## config.mk

```make
export PLATFORM = sky130hd
export DESIGN_NAME = mem_wb_skid
export DESIGN_NICKNAME = d
export VERILOG_FILES = /design/src/rtl/mem_wb_skid_pkg.sv /design/src/rtl/mem_wb_skid_wb_slot.sv /design/src/rtl/mem_wb_skid.sv
export SDC_FILE = /design/constraint.sdc
export NUM_CORES = 1
export LEC_CHECK = 0
export CAP_MARGIN = 40
export CORE_AREA = 2 2 197 199
export DETAILED_ROUTE_END_ITERATION = 8
export DIE_AREA = 0 0 199 201
export MAX_ROUTING_LAYER = met4
export PLACE_DENSITY_LB_ADDON = 0.08
export SYNTH_ARGS = -nofsm -noshare
export SYNTH_HDL_FRONTEND = slang
export SYNTH_SLANG_ARGS = --single-unit
```

## constraint.sdc

```tcl
create_clock -name i_clk -period 6.16 [get_ports i_clk]
set_input_delay 1.232 -clock i_clk [delete_from_list [all_inputs] [get_ports i_clk]]
set_output_delay 1.232 -clock i_clk [all_outputs]
set_load 0.02 [all_outputs]
```

## src/rtl/mem_wb_skid_pkg.sv

```systemverilog
// Shared defaults, skid-state encodings and payload packing width for the MEM->WB register.
package mem_wb_skid_pkg;

    localparam int MEMWB_XLEN   = 64;
    localparam int MEMWB_REG_AW = 5;
    localparam int MEMWB_CSR_AW = 12;
    localparam int MEMWB_CNT_W  = 64;

    // State is {main_valid, skid_valid}; 2'b01 cannot be reached.
    typedef enum logic [1:0] {
        SKID_EMPTY = 2'b00,
        SKID_ONE   = 2'b10,
        SKID_TWO   = 2'b11
    } skid_state_e;

    function automatic int payload_w(input int xlen, input int reg_aw, input int csr_aw);
        return reg_aw + 1 + xlen + csr_aw + 1 + xlen;
    endfunction

endpackage

```

## src/rtl/mem_wb_skid_wb_slot.sv

```systemverilog
// One writeback payload register with load enable and a synchronous clear of its valid bit.
module mem_wb_skid_wb_slot #(
    parameter int W = 8
) (
    input  logic         i_clk,
    input  logic         i_rst,
    input  logic         i_load,
    input  logic         i_clear,
    input  logic [W-1:0] i_data,
    output logic         o_valid,
    output logic [W-1:0] o_data
);

    logic         r_valid;
    logic [W-1:0] r_data;

    // Clear wins over load so a flush always empties the slot.
    always_ff @(posedge i_clk) begin
        if (i_rst) begin
            r_valid <= 1'b0;
            r_data  <= '0;
        end else begin
            if (i_load) begin
                r_data <= i_data;
            end
            if (i_clear) begin
                r_valid <= 1'b0;
            end else if (i_load) begin
                r_valid <= 1'b1;
            end
        end
    end

    assign o_valid = r_valid;
    assign o_data  = r_data;

endmodule

```

## src/rtl/mem_wb_skid.sv

```systemverilog
// MEM->WB pipeline register: valid/ready handshake over a main (head) slot and a skid slot,
// with flush, x0 write suppression, gated forwarding copies and a retire counter.
module mem_wb_skid
    import mem_wb_skid_pkg::*;
#(
    parameter int XLEN   = MEMWB_XLEN,
    parameter int REG_AW = MEMWB_REG_AW,
    parameter int CSR_AW = MEMWB_CSR_AW,
    parameter int CNT_W  = MEMWB_CNT_W
) (
    input  logic              i_clk,
    input  logic              i_rst,
    input  logic              i_flush,
    input  logic              i_in_valid,
    output logic              o_in_ready,
    input  logic [REG_AW-1:0] i_in_rd_addr,
    input  logic              i_in_wreg,
    input  logic [XLEN-1:0]   i_in_wdata,
    input  logic [CSR_AW-1:0] i_in_csr_waddr,
    input  logic              i_in_csr_wreg,
    input  logic [XLEN-1:0]   i_in_csr_wdata,
    output logic              o_out_valid,
    input  logic              i_out_ready,
    output logic [REG_AW-1:0] o_out_rd_addr,
    output logic              o_out_wreg,
    output logic [XLEN-1:0]   o_out_wdata,
    output logic [CSR_AW-1:0] o_out_csr_waddr,
    output logic              o_out_csr_wreg,
    output logic [XLEN-1:0]   o_out_csr_wdata,
    output logic [REG_AW-1:0] o_fwd_rd_addr,
    output logic              o_fwd_wreg,
    output logic [XLEN-1:0]   o_fwd_wdata,
    output logic [CSR_AW-1:0] o_fwd_csr_waddr,
    output logic              o_fwd_csr_wreg,
    output logic [XLEN-1:0]   o_fwd_csr_wdata,
    output logic [CNT_W-1:0]  o_retire_cnt
);

    localparam int PW = payload_w(XLEN, REG_AW, CSR_AW);

    logic [PW-1:0]     w_in_payload;
    logic [PW-1:0]     w_main_d;
    logic [PW-1:0]     w_main_q;
    logic [PW-1:0]     w_skid_q;
    logic              w_main_valid;
    logic              w_skid_valid;
    logic              w_main_load;
    logic              w_main_clear;
    logic              w_main_sel_skid;
    logic              w_skid_load;
    logic              w_skid_clear;
    logic              w_accept;
    logic              w_consume;
    skid_state_e       w_state;

    logic [REG_AW-1:0] w_h_rd_addr;
    logic              w_h_wreg;
    logic [XLEN-1:0]   w_h_wdata;
    logic [CSR_AW-1:0] w_h_csr_waddr;
    logic              w_h_csr_wreg;
    logic [XLEN-1:0]   w_h_csr_wdata;
    logic              w_gpr_we;
    logic              w_csr_we;

    logic [CNT_W-1:0]  r_retire_cnt;

    assign w_in_payload = {i_in_rd_addr, i_in_wreg, i_in_wdata,
                           i_in_csr_waddr, i_in_csr_wreg, i_in_csr_wdata};

    // in_ready comes straight from the skid valid flop, so it never depends on out_ready.
    assign o_in_ready = ~w_skid_valid;
    assign w_accept   = i_in_valid & o_in_ready;
    assign w_consume  = w_main_valid & i_out_ready;
    assign w_state    = skid_state_e'({w_main_valid, w_skid_valid});

    always_comb begin
        w_main_load     = 1'b0;
        w_main_clear    = 1'b0;
        w_main_sel_skid = 1'b0;
        w_skid_load     = 1'b0;
        w_skid_clear    = 1'b0;
        case (w_state)
            SKID_EMPTY: w_main_load = w_accept;
            SKID_ONE: begin
                if (w_accept && w_consume) begin
                    w_main_load = 1'b1;
                end else if (w_accept) begin
                    w_skid_load = 1'b1;
                end else if (w_consume) begin
                    w_main_clear = 1'b1;
                end
            end
            SKID_TWO: begin
                if (w_consume) begin
                    w_main_load     = 1'b1;
                    w_main_sel_skid = 1'b1;
                    w_skid_clear    = 1'b1;
                end
            end
            default: begin
                w_main_clear = 1'b1;
                w_skid_clear = 1'b1;
            end
        endcase
        if (i_flush) begin
            w_main_load  = 1'b0;
            w_skid_load  = 1'b0;
            w_main_clear = 1'b1;
            w_skid_clear = 1'b1;
        end
    end

    assign w_main_d = w_main_sel_skid ? w_skid_q : w_in_payload;

    mem_wb_skid_wb_slot #(.W(PW)) u_main (
        .i_clk   (i_clk),
        .i_rst   (i_rst),
        .i_load  (w_main_load),
        .i_clear (w_main_clear),
        .i_data  (w_main_d),
        .o_valid (w_main_valid),
        .o_data  (w_main_q)
    );

    mem_wb_skid_wb_slot #(.W(PW)) u_skid (
        .i_clk   (i_clk),
        .i_rst   (i_rst),
        .i_load  (w_skid_load),
        .i_clear (w_skid_clear),
        .i_data  (w_in_payload),
        .o_valid (w_skid_valid),
        .o_data  (w_skid_q)
    );

    assign {w_h_rd_addr, w_h_wreg, w_h_wdata,
            w_h_csr_waddr, w_h_csr_wreg, w_h_csr_wdata} = w_main_q;

    // A write to x0 still retires but never reaches the regfile or the bypass network.
    assign w_gpr_we = w_main_valid & w_h_wreg & (w_h_rd_addr != '0);
    assign w_csr_we = w_main_valid & w_h_csr_wreg;

    assign o_out_valid     = w_main_valid;
    assign o_out_rd_addr   = w_h_rd_addr;
    assign o_out_wreg      = w_gpr_we;
    assign o_out_wdata     = w_h_wdata;
    assign o_out_csr_waddr = w_h_csr_waddr;
    assign o_out_csr_wreg  = w_csr_we;
    assign o_out_csr_wdata = w_h_csr_wdata;

    assign o_fwd_rd_addr   = w_h_rd_addr;
    assign o_fwd_wreg      = w_gpr_we;
    assign o_fwd_wdata     = w_h_wdata;
    assign o_fwd_csr_waddr = w_h_csr_waddr;
    assign o_fwd_csr_wreg  = w_csr_we;
    assign o_fwd_csr_wdata = w_h_csr_wdata;

    // A consume in a flush cycle still completed, so it is counted.
    always_ff @(posedge i_clk) begin
        if (i_rst) begin
            r_retire_cnt <= '0;
        end else if (w_consume) begin
            r_retire_cnt <= r_retire_cnt + 1'b1;
        end
    end

    assign o_retire_cnt = r_retire_cnt;

endmodule
```

# After elaboration in Yosys (flattened, before gate mapping)
# Cells that the tools add are included.
# word_totals
register_bits	360
latch_bits	0
ramBits	0
rom_bits	0
inputBits	152
output_inout_bits	360
elab_cells	37
memories	0
# op_classes
addsub	1
multipliers	0
div	0
order_cmp	0
eq_ne	2
n_shift	0
n_mux	16
n_bitwise	6
n_reduce_logical	7
# ops
cell	count
$mux W147	1
$add A64 B1 Y64 const B	1
$mux W1	12
$reduce_or A2 Y1	4
$and A1 B1 Y1	5
$reduce_bool A5 Y1	1
$eq A2 B2 Y1 const B	2
$pmux W1 S2	2
$pmux W1 S3	1
$logic_not A2 Y1	1
$logic_and A1 B1 Y1	1
$not A1 Y1	1

# Longest topological paths before layout
# Gate-level depths: netlist (run 1).
# logic_depth
depth_word	7
depth_mapped	9
depth_no_buf	7

# Hierarchy
# Synthesis (run 1) repeated with hierarchy kept, for this count alone.
# unflattened
hier_cells	1659
hier_area_um2	16742.3
# modules_own_cells
mod	instances	cells_each	area_per_inst_um2	seq_area_each_um2
mem_wb_skid_wb_slot	2	477	5341.4	2962.8
mem_wb_skid	1	705	6059.6	1281.2

# Worst setup path after synthesis (run 1)
# Ideal clock, no wire load.
# synth_timing
path_kind	input to register
start	input port i_out_ready
end	register r_retire_cnt[56] (netlist: o_retire_cnt[56])
setup_ns	0.070
arrival_time_ns	2.897
required_ns	6.090
setup_slack_ns	3.192
stages	8
n_path_buf	3
cell_sequence	nand3_1 -> or2_2 -> clkbuf_1 -> or3_1 -> clkbuf_1 -> clkbuf_1 -> or3_1 -> a21oi_1
# synth_via
elab_chain_len	1
# synth_rtl
item	line_no	text
start, declared	mem_wb_skid.sv:23	input logic i_out_ready,
$and A1 B1 Y1	mem_wb_skid.sv:73	assign w_consume = w_main_valid & i_out_ready;
end signal, assigned	mem_wb_skid.sv:162	r_retire_cnt <= r_retire_cnt + 1'b1;
end, declared	mem_wb_skid.sv:65	logic [CNT_W-1:0] r_retire_cnt;
# No other way between the ends.
# A chain may end at the register's enable or synchronous reset.

# Final worst setup path (run 1)
# layout_timing
start	input port i_out_ready
end	register u_skid.r_data[1] (netlist: u_skid.o_data[1])
# layout_via
elab_chain_len	5
# layout_rtl
item	line_no	text
$and A1 B1 Y1	mem_wb_skid.sv:73	
$logic_and A1 B1 Y1	mem_wb_skid.sv:85	if (w_accept && w_consume) begin
$mux W1	mem_wb_skid.sv:85	
$mux W1	mem_wb_skid.sv:82	case (w_state)
$mux W1	mem_wb_skid.sv:105	if (i_flush) begin
end signal, assigned	mem_wb_skid_wb_slot.sv:24	r_data <= i_data;
end, declared	mem_wb_skid_wb_slot.sv:15	logic [W-1:0] r_data;
# No other way between the ends.

==> impl_summary.md, run 1 <==
Power
The leakage power is 7.29 nW. The internal portion of total power is ~4.3 mW. The total power of the final layout is 5.77 mW. In this run, the clock network consumes a little over two fifths of the power.

Dividing total power by cell area gives a power density of roughly 270 nW/µm². The share of total power consumed by net switching is 24.8%. The share of total power dissipated in sequential elements is 43.0%. The analysis attributes to net switching a power of roughly 1.4 mW. In this run, the combinational gates consume between 10% and 20% of the power. The worst voltage drop across the vdd grid is roughly 0.17 mV.

Placed design
The half-perimeter wire length of the detailed placement result is between 30000 and 40000 µm. The area after detailed placement is about 20000 µm². Port buffering added 511 buffers.

In this run, placement finished with an instance count of ~2800. The congestion estimate from routability-driven global placement came to ~0.8.

GRT
The maximum number of pins on one net before global-route repair is roughly 200. In the global route stage, overall resource usage came out at 24.2%. The initial antenna violation count is 6. The via count of the first global-routing pass was 13700. The first global-routing pass estimated about 76000 µm of wire.

Global routing finished with a remaining overflow of 0.

Logic synthesis
Counting instances in the post-synthesis netlist gives the leading cell types as 466 x sky130_fd_sc_hd__nand2_1, 360 x sky130_fd_sc_hd__dfxtp_1, 292 x sky130_fd_sc_hd__buf_4. Sequential cells were found to cover between 40 and 50% of the synthesized design area. In the post-synthesis netlist, the biggest area contributors are sky130_fd_sc_hd__dfxtp_1 43%, sky130_fd_sc_hd__buf_4 13%, sky130_fd_sc_hd__nand2_1 10%, sky130_fd_sc_hd__a311oi_1 7.6%, sky130_fd_sc_hd__a21oi_1 5.2%. A synthesized cell averages ~8 µm². The distinct cell type count of the synthesized netlist is 47.

In this run, synthesis produced a sequential element count of 360. The cell count after synthesis is around 2200. The most frequent cell after synthesis is sky130_fd_sc_hd__nand2_1. After synthesis the cells add up to around 17000 µm². The net count after synthesis is around 2300.

The share of flip-flops with an asynchronous set or reset is 0%. The number of synthesized flops with an enable pin is 0. The top-area cell type share of the netlist area is between 40% and 50%. Yosys printed 0 warnings. For this run, the leading register cell type out of synthesis is sky130_fd_sc_hd__dfxtp_1. The cell type with the largest total area after synthesis is sky130_fd_sc_hd__dfxtp_1.

CTS
The number of buffers added by the clock tree synthesis step is 40. The number of buffers added for setup after CTS is 0. After clock tree synthesis, the clock-pin slew on the worst setup and hold paths is 0.06 ns. The number of clock sinks is 360. The TritonCTS clock tree is done. Buffers inserted to repair hold after CTS numbered 0. The clock reaches the later pin of the worst-skew pair after 0.55 ns. The clock root buffer master is sky130_fd_sc_hd__clkbuf_16.

The maximum buffer depth of the clock tree is 3. The number of gates resized after CTS is 0. In this run the number of H-tree levels came out at 2.

Setup path
The cell type with the highest occurrence count on the critical path is sky130_fd_sc_hd__buf_4. In this run the critical register-to-register path is launched from u_main.o_valid$_SDFFE_PP0P_. Data arrives at the worst endpoint at roughly 3.9 ns. The slowest stage of the critical path is the sky130_fd_sc_hd__or3_4 cell. The critical path starts at i_out_ready. The required time at the worst-slack endpoint is ~6.6 ns. Grouping stages by cell kind, the critical path spends the most delay in buffers and inverters. Of all nets on the critical path, the largest fanout is 66. Walking the worst path, the cells encountered are clkdlybuf4s50_1 > and2_4 > buf_4 > or3_4 > buf_4 > nand2_1 > a21oi_1. The number of cells on the worst reg-to-reg path is 6.

The count of cell instances traversed by the critical path is 7. The worst setup path is captured at a register. The maximum single-stage delay on the critical path is roughly 0.66 ns. The category of the critical setup timing path is input pin to register.

The total buffers and inverters traversed by the critical path is 3. STA classifies the critical path startpoint as an input pin.

Finish
Across the whole layout, storage elements account for between 7000 and 8000 µm². For this run, the number of standard cells in the final layout without fillers is approximately 2800. The finished cells cover between 20000 and 25000 µm². Summing all multi-input logic gate instances after layout gives just under 7000 µm². Fill cells in the final layout number 3551.

In the final layout, the share of cells above drive strength 1 is between 4 and 5%. The area growth from synthesis to layout is 27.4%. The final net count is between 2000 and 2500.

Drt
After detailed routing, the total wire length is a little under 50000 µm. The detailed-route wire length per cell is ~17 µm. The iteration count of the initial detailed-routing pass is 5. The DRC violation count after routing is 0.

Once detail routing completed, the nets flagged for antenna violations numbered 0. The number of vias per cell is about 5.3. The final route contains 14900 vias. For this block, the initial DRC count from the detailed router was 1156.

Worst hold path
In this run the most critical hold path is launched from u_skid.o_data[84]$_SDFFE_PP0P_. The number of cells on the worst hold path is 2. In this run the worst hold path is classified as register to register.

Floorplanning
The die width is between 150 and 200 µm. During I/O placement, the number of pins put on the boundary was between 500 and 600. The floorplan step set the die height to 201 µm.

The initialized floorplan defines ~70 standard-cell rows. The die covers 40000 µm². In this run the standard cell core region covers around 38000 µm². The starting density of the core is between 40 and 50%.

Timing
The number of endpoints with negative hold slack in the final report is 0. The worst hold margin is 0.453 ns. The relative slew slack is 16.2%. Setup violations remaining at the end of the flow were counted as 0. For the final routed database, the setup TNS stands at 0 ns.

Between clock sinks in the finished design, the worst skew comes to approximately 0.021 ns. The number of max-slew violations in the final report was 0. Setup repair after global routing left no endpoint under its margin. Of the available clock period, the critical path in the final layout requires 55.9%. Timing would allow up to 290 MHz.

The minimum period implied by the final worst setup slack is about 3.4 ns. At the pin with the least slew margin, the transition time is approximately 1.3 ns.

Run
The number of maximum-capacitance constraint violations is 0.

Status
The run finished with clean final reports.
worst reg2reg max path, cell delays in order (launching register included):
cell and delay (ns):
sky130_fd_sc_hd__dfxtp_1 0.62, sky130_fd_sc_hd__ha_4 0.61, sky130_fd_sc_hd__o21ai_0 0.30, sky130_fd_sc_hd__a211oi_4 0.40, sky130_fd_sc_hd__buf_12 0.57, sky130_fd_sc_hd__nor2_1 0.28
sky130_fd_sc_hd__a311oi_1 0.29
final timing paths:
| check | endpoint | slack, ns |
|---|---|---|
| max | u_skid.o_data[1]$_SDFFE_PP0P_ | 2.72 |
| min | u_skid.o_data[84]$_SDFFE_PP0P_ | 0.45 |
| max reg2reg | u_main.o_data[78]$_SDFFE_PP0P_ | 2.98 |
| min reg2reg | u_skid.o_data[84]$_SDFFE_PP0P_ | 0.45 |
layout make-up:
class                   count  share of cell area, %
repair buffers            528                   24.8
clock buffers              54                   5.32
inverters                  15                  0.262
well taps                 518                   3.01
clock inverters            14                   1.06
multi-input cells        1329                   31.9
flip-flops and latches    360                   33.5
diodes                      6                 0.0698
power groups by stage:
stage / registers [mW] / clock network [mW] / logic [mW]
3_5_place_dp: 2.53 / 0 / 0.773
4_1_cts: 2.48 / 2.58 / 0.776
6_report: 2.48 / 2.52 / 0.770
2_1_floorplan: 2.50 / 0 / 0.548
3_3_place_gp: 2.53 / 0 / 0.766
5_1_grt: 2.49 / 2.67 / 0.822
cell usage in the layout, fill, tap and decap left out, types with 5 or more instances in the layout:
master and n:
sky130_fd_sc_hd__nand3_1 174, sky130_fd_sc_hd__buf_12 6, sky130_fd_sc_hd__and3_1 6, sky130_fd_sc_hd__xnor2_1 17, sky130_fd_sc_hd__clkinv_2 5, sky130_fd_sc_hd__inv_1 15, sky130_fd_sc_hd__or3_1 17, sky130_fd_sc_hd__a21oi_1 175
sky130_fd_sc_hd__clkbuf_1 6, sky130_fd_sc_hd__or4_1 10, sky130_fd_sc_hd__nand2_1 465, sky130_fd_sc_hd__clkbuf_16 41, sky130_fd_sc_hd__buf_4 10, sky130_fd_sc_hd__bufinv_16 6, sky130_fd_sc_hd__nor2_1 191, sky130_fd_sc_hd__clkbuf_8 7
sky130_fd_sc_hd__dfxtp_1 360, sky130_fd_sc_hd__a311oi_1 147, sky130_fd_sc_hd__clkdlybuf4s50_1 510, sky130_fd_sc_hd__ha_1 5, sky130_fd_sc_hd__nand4_1 17, sky130_fd_sc_hd__diode_2 6, sky130_fd_sc_hd__xor2_1 13, sky130_fd_sc_hd__nor2b_1 5
sky130_fd_sc_hd__o21ai_0 18, sky130_fd_sc_hd__nor4_1 9, sky130_fd_sc_hd__nor3_1 10, sky130_fd_sc_hd__o31ai_1 9
per-layer routing:
layer  GRT usage [%]  share of wire (%)  vias up
met5               -                  0        -
met4            7.86                2.5        0
met3            5.43                7.6       76
met2            38.6                 48      479
met1            30.2                 42     7028
li1                -                  -     7294
through the flow:
step	utilization, %	worst slack (ns)
after floorplan	-	3.19
after global placement	52.7	2.18
after detailed placement	52.8	2.10
after CTS	56.4	2.69
after global routing	56.5	2.50
final	56.5	2.72
cells by family (layout without fill, tap and decap cells):
| family | after synthesis | after routing | share of synthesized area (%) |
|---|---|---|---|
| flip-flops | 360 | 360 | 42.7 |
| XOR/XNOR | 30 | 30 | 1.56 |
| buffers and inverters | 470 | 611 | 17.0 |
| other | 0 | 6 | 0 |
| multiplexers | 5 | 5 | 0.326 |
| AND/OR/NAND/NOR | 931 | 931 | 23.9 |
| adder cells (fa/ha/maj) | 6 | 6 | 0.444 |
| AO/OA/AOI/OAI | 357 | 357 | 14.2 |
flip-flops by register name (all words and copies together) (netlist names):
name,count
u_main.o_valid,1
u_skid.o_data,147
u_main.o_data,147
o_retire_cnt,64
u_skid.o_valid,1
No activity file was read; power rests on OpenSTA's default activity.
==> run 2, diff against run 1 <==
--- a/config.mk
+++ b/config.mk
@@ -6,9 +6,10 @@
 export NUM_CORES = 1
 export LEC_CHECK = 0
 export CAP_MARGIN = 40
-export CORE_AREA = 2 2 197 199
+export CORE_ASPECT_RATIO = 1.25
+export CORE_MARGIN = 2
+export CORE_UTILIZATION = 43
 export DETAILED_ROUTE_END_ITERATION = 8
-export DIE_AREA = 0 0 199 201
 export MAX_ROUTING_LAYER = met4
 export PLACE_DENSITY_LB_ADDON = 0.08
 export SYNTH_ARGS = -nofsm -noshare
==> constraint.sdc (replaced) <==
create_clock -name i_clk -period 2.9 [get_ports i_clk]
set_input_delay 0.58 -clock i_clk [delete_from_list [all_inputs] [get_ports i_clk]]
set_output_delay 0.58 -clock i_clk [all_outputs]
set_load 0.02 [all_outputs]
==> impl_summary.md, run 2 (synthesis gave the netlist of run 1 again) <==
Status
The run finished with clean final reports.

GRT
The overall fraction of global-route tracks in use is 23.8% (-0.34 points). The total overflow reported by the global router came to 0 (unchanged). The via count of the first global-routing pass came to 13900 (+1.7%). The initial antenna violation count was 11 (+5).

The global-route wire length before repair is 76800 µm (+1.3%). The maximum number of pins on one net before global-route repair was 119 (-39%).

Timing
The number of failing setup endpoints in the final timing report was 0 (unchanged). The transition time of the tightest slew-check pin was 0.795 ns (-0.463 ns). The setup clock skew after layout came to 0.0113 ns (-0.0101 ns).

The number of max-slew violations in the final report is 0 (unchanged). The portion of the clock cycle consumed by the worst path in the final layout is 94.3%. The number of endpoints with negative hold slack in the final report was 0 (unchanged). The minimum period implied by the final worst setup slack is about 2.7 ns. The upper clock frequency limit is ~370 MHz. Setup repair after global routing left no endpoint under its margin. The final-layout setup total negative slack is 0 ns (unchanged).

The relative slew slack is 47.0% (+31 points).

Setup path
The kind of capture point of the worst setup path is an output port. The critical path in this run is classified as register to output port. The critical-path maximum fanout is 4 (-94%). The worst path arrival time is 2.16 ns (-1.73 ns).

The required time at the worst-slack endpoint came to 2.32 ns (-4.29 ns). The critical path startpoint category is a register.

CTS
The number of buffers inserted by hold repair at cts is 0 (unchanged). The TritonCTS clock tree is done. The number of gates resized after CTS is 0 (unchanged). The tree is rooted in a sky130_fd_sc_hd__clkbuf_16. The clock insertion delay at the later pin of the skew report is 0.53 ns (-0.02 ns).

The CTS clock-pin slew for the worst setup and hold paths is 0.05 ns (about the same). The number of buffers added by the clock tree synthesis step is 39 (-2.5%). The maximum buffer depth of the clock tree is 3 (unchanged). The number of H-tree levels is 2 (unchanged). The number of clock sinks came to 360 (unchanged). The number of buffers added for setup after CTS is 0 (unchanged).

Floorplanning
The I/O pin count came to 512 (unchanged). The core footprint came to 38900 µm² (+2.1%). The starting density of the core is 43.4% (-0.92 points). The die height was 226 µm (+12%).

The die footprint came to 40900 µm² (+2.2%). The number of rows created at floorplan is 81 (+13%). The die width was 181 µm (-8.9%).

Drt
The total number of vias was 15200 (+2.0%). The detailed-route wire length per cell was 17.5 µm (+1.1%). The DRC violation count after routing was 0 (unchanged).

The number of vias per cell is 5.35 (+1.5%). The count of nets left with antenna violations after detail routing came to 0 (unchanged). The iteration count of the initial detailed-routing pass is 5 (unchanged).

The total wire length is 49700 µm (+1.6%). The number of DRC markers in iteration 0 came to 1125 (-2.7%).

Power
The worst voltage drop across the vdd grid was 0.365 mV (+120%). The total power of the final layout is 11.6 mW (+100%). The power density over the cells is 533 nW/µm² (+99%). The leakage power is 7.40 nW (+1.5%).

Finish
The most common library cell in the layout ignoring fill and taps is sky130_fd_sc_hd__clkdlybuf4s50_1. The top cell types in the final layout, fill and taps aside, are 510 x sky130_fd_sc_hd__clkdlybuf4s50_1, 465 x sky130_fd_sc_hd__nand2_1, 360 x sky130_fd_sc_hd__dfxtp_1. Relative to the synthesized area, the layout overhead comes to 28.5%. The final net count is 2462 (+1.2%). The proportion of layout cells with a drive suffix above 1 is 5.37% (+0.85 points).

Placed design
The half-perimeter wire length of the detailed placement result is 32700 µm (+5.7%). The routability congestion estimate is 0.805 (-0.92%). The quantity of I/O buffers inserted on ports is 511 (unchanged).

Run
The number of maximum-capacitance constraint violations is 0 (unchanged).

Worst hold path
The worst min-delay path class is register to register.
-- run 2: cell types whose count changed in the layout (fill, tap and decap cells not counted), moves of 2 or more --
cell	previous run	this run
sky130_fd_sc_hd__buf_12	6	22
sky130_fd_sc_hd__buf_4	10	26
sky130_fd_sc_hd__bufinv_16	6	0
sky130_fd_sc_hd__clkbuf_1	6	13
sky130_fd_sc_hd__clkbuf_16	41	39
sky130_fd_sc_hd__clkinv_2	5	3
sky130_fd_sc_hd__diode_2	6	12
-- run 2: final cells by class --
cell class              count  area, µm²
multi-input cells        1329       6870
clock inverters             6       40.0
well taps                 498        623
fillers                  3645      17200
flip-flops and latches    360       7210
repair buffers            559       5760
inverters                  15       56.3
diodes                     12       30.0
clock buffers              59       1120
-- run 2: per-layer routing --
metal  part of all wire [%]  global-route usage [%]
met1                     41                    29.2
met2                     49                    38.3
met3                    7.5                    5.98
met4                    2.7                    8.18
met5                      0                       -
-- run 2: per-stage QoR --
stage                     instance area, µm²  instances  hold slack [ns]  utilization [%]  setup WS, ns
after floorplan                        16900       2159            0.437                -         0.428
final                                  21700       2838            0.453             55.8         0.164
after global routing                   21700       2837            0.471             55.8         0.107
after detailed placement               20500       2761            0.447             52.7         0.114
after CTS                              21700       2826            0.454             55.7         0.131
after global placement                 20500       2760            0.442             52.7         0.147
-- run 2: where the power goes --
part / internal [mW] / switching, mW
logic: 0.827 / 0.850
registers: 5.11 / 0.156
clock network: 2.66 / 1.96
-- run 2: worst paths after layout --
check                                  startpoint                             end  slack [ns]  cells past startpoint
setup reg to reg    o_retire_cnt[19]$_SDFFE_PP0P_   o_retire_cnt[38]$_SDFFE_PP0P_        0.37                      5
setup / recovery  u_main.o_data[146]$_SDFFE_PP0P_                      o_fwd_wreg        0.16                      3
hold / removal     u_skid.o_data[37]$_SDFFE_PP0P_  u_skid.o_data[37]$_SDFFE_PP0P_        0.45                      2
hold reg to reg    u_skid.o_data[37]$_SDFFE_PP0P_  u_skid.o_data[37]$_SDFFE_PP0P_        0.45                      2
-- run 2: worst max-delay path, stage by stage (launching register included) --
cell                              delay (ns)
sky130_fd_sc_hd__dfxtp_1                0.36
sky130_fd_sc_hd__or3_1                  0.37
sky130_fd_sc_hd__o311a_1                0.34
sky130_fd_sc_hd__clkdlybuf4s50_1        0.56
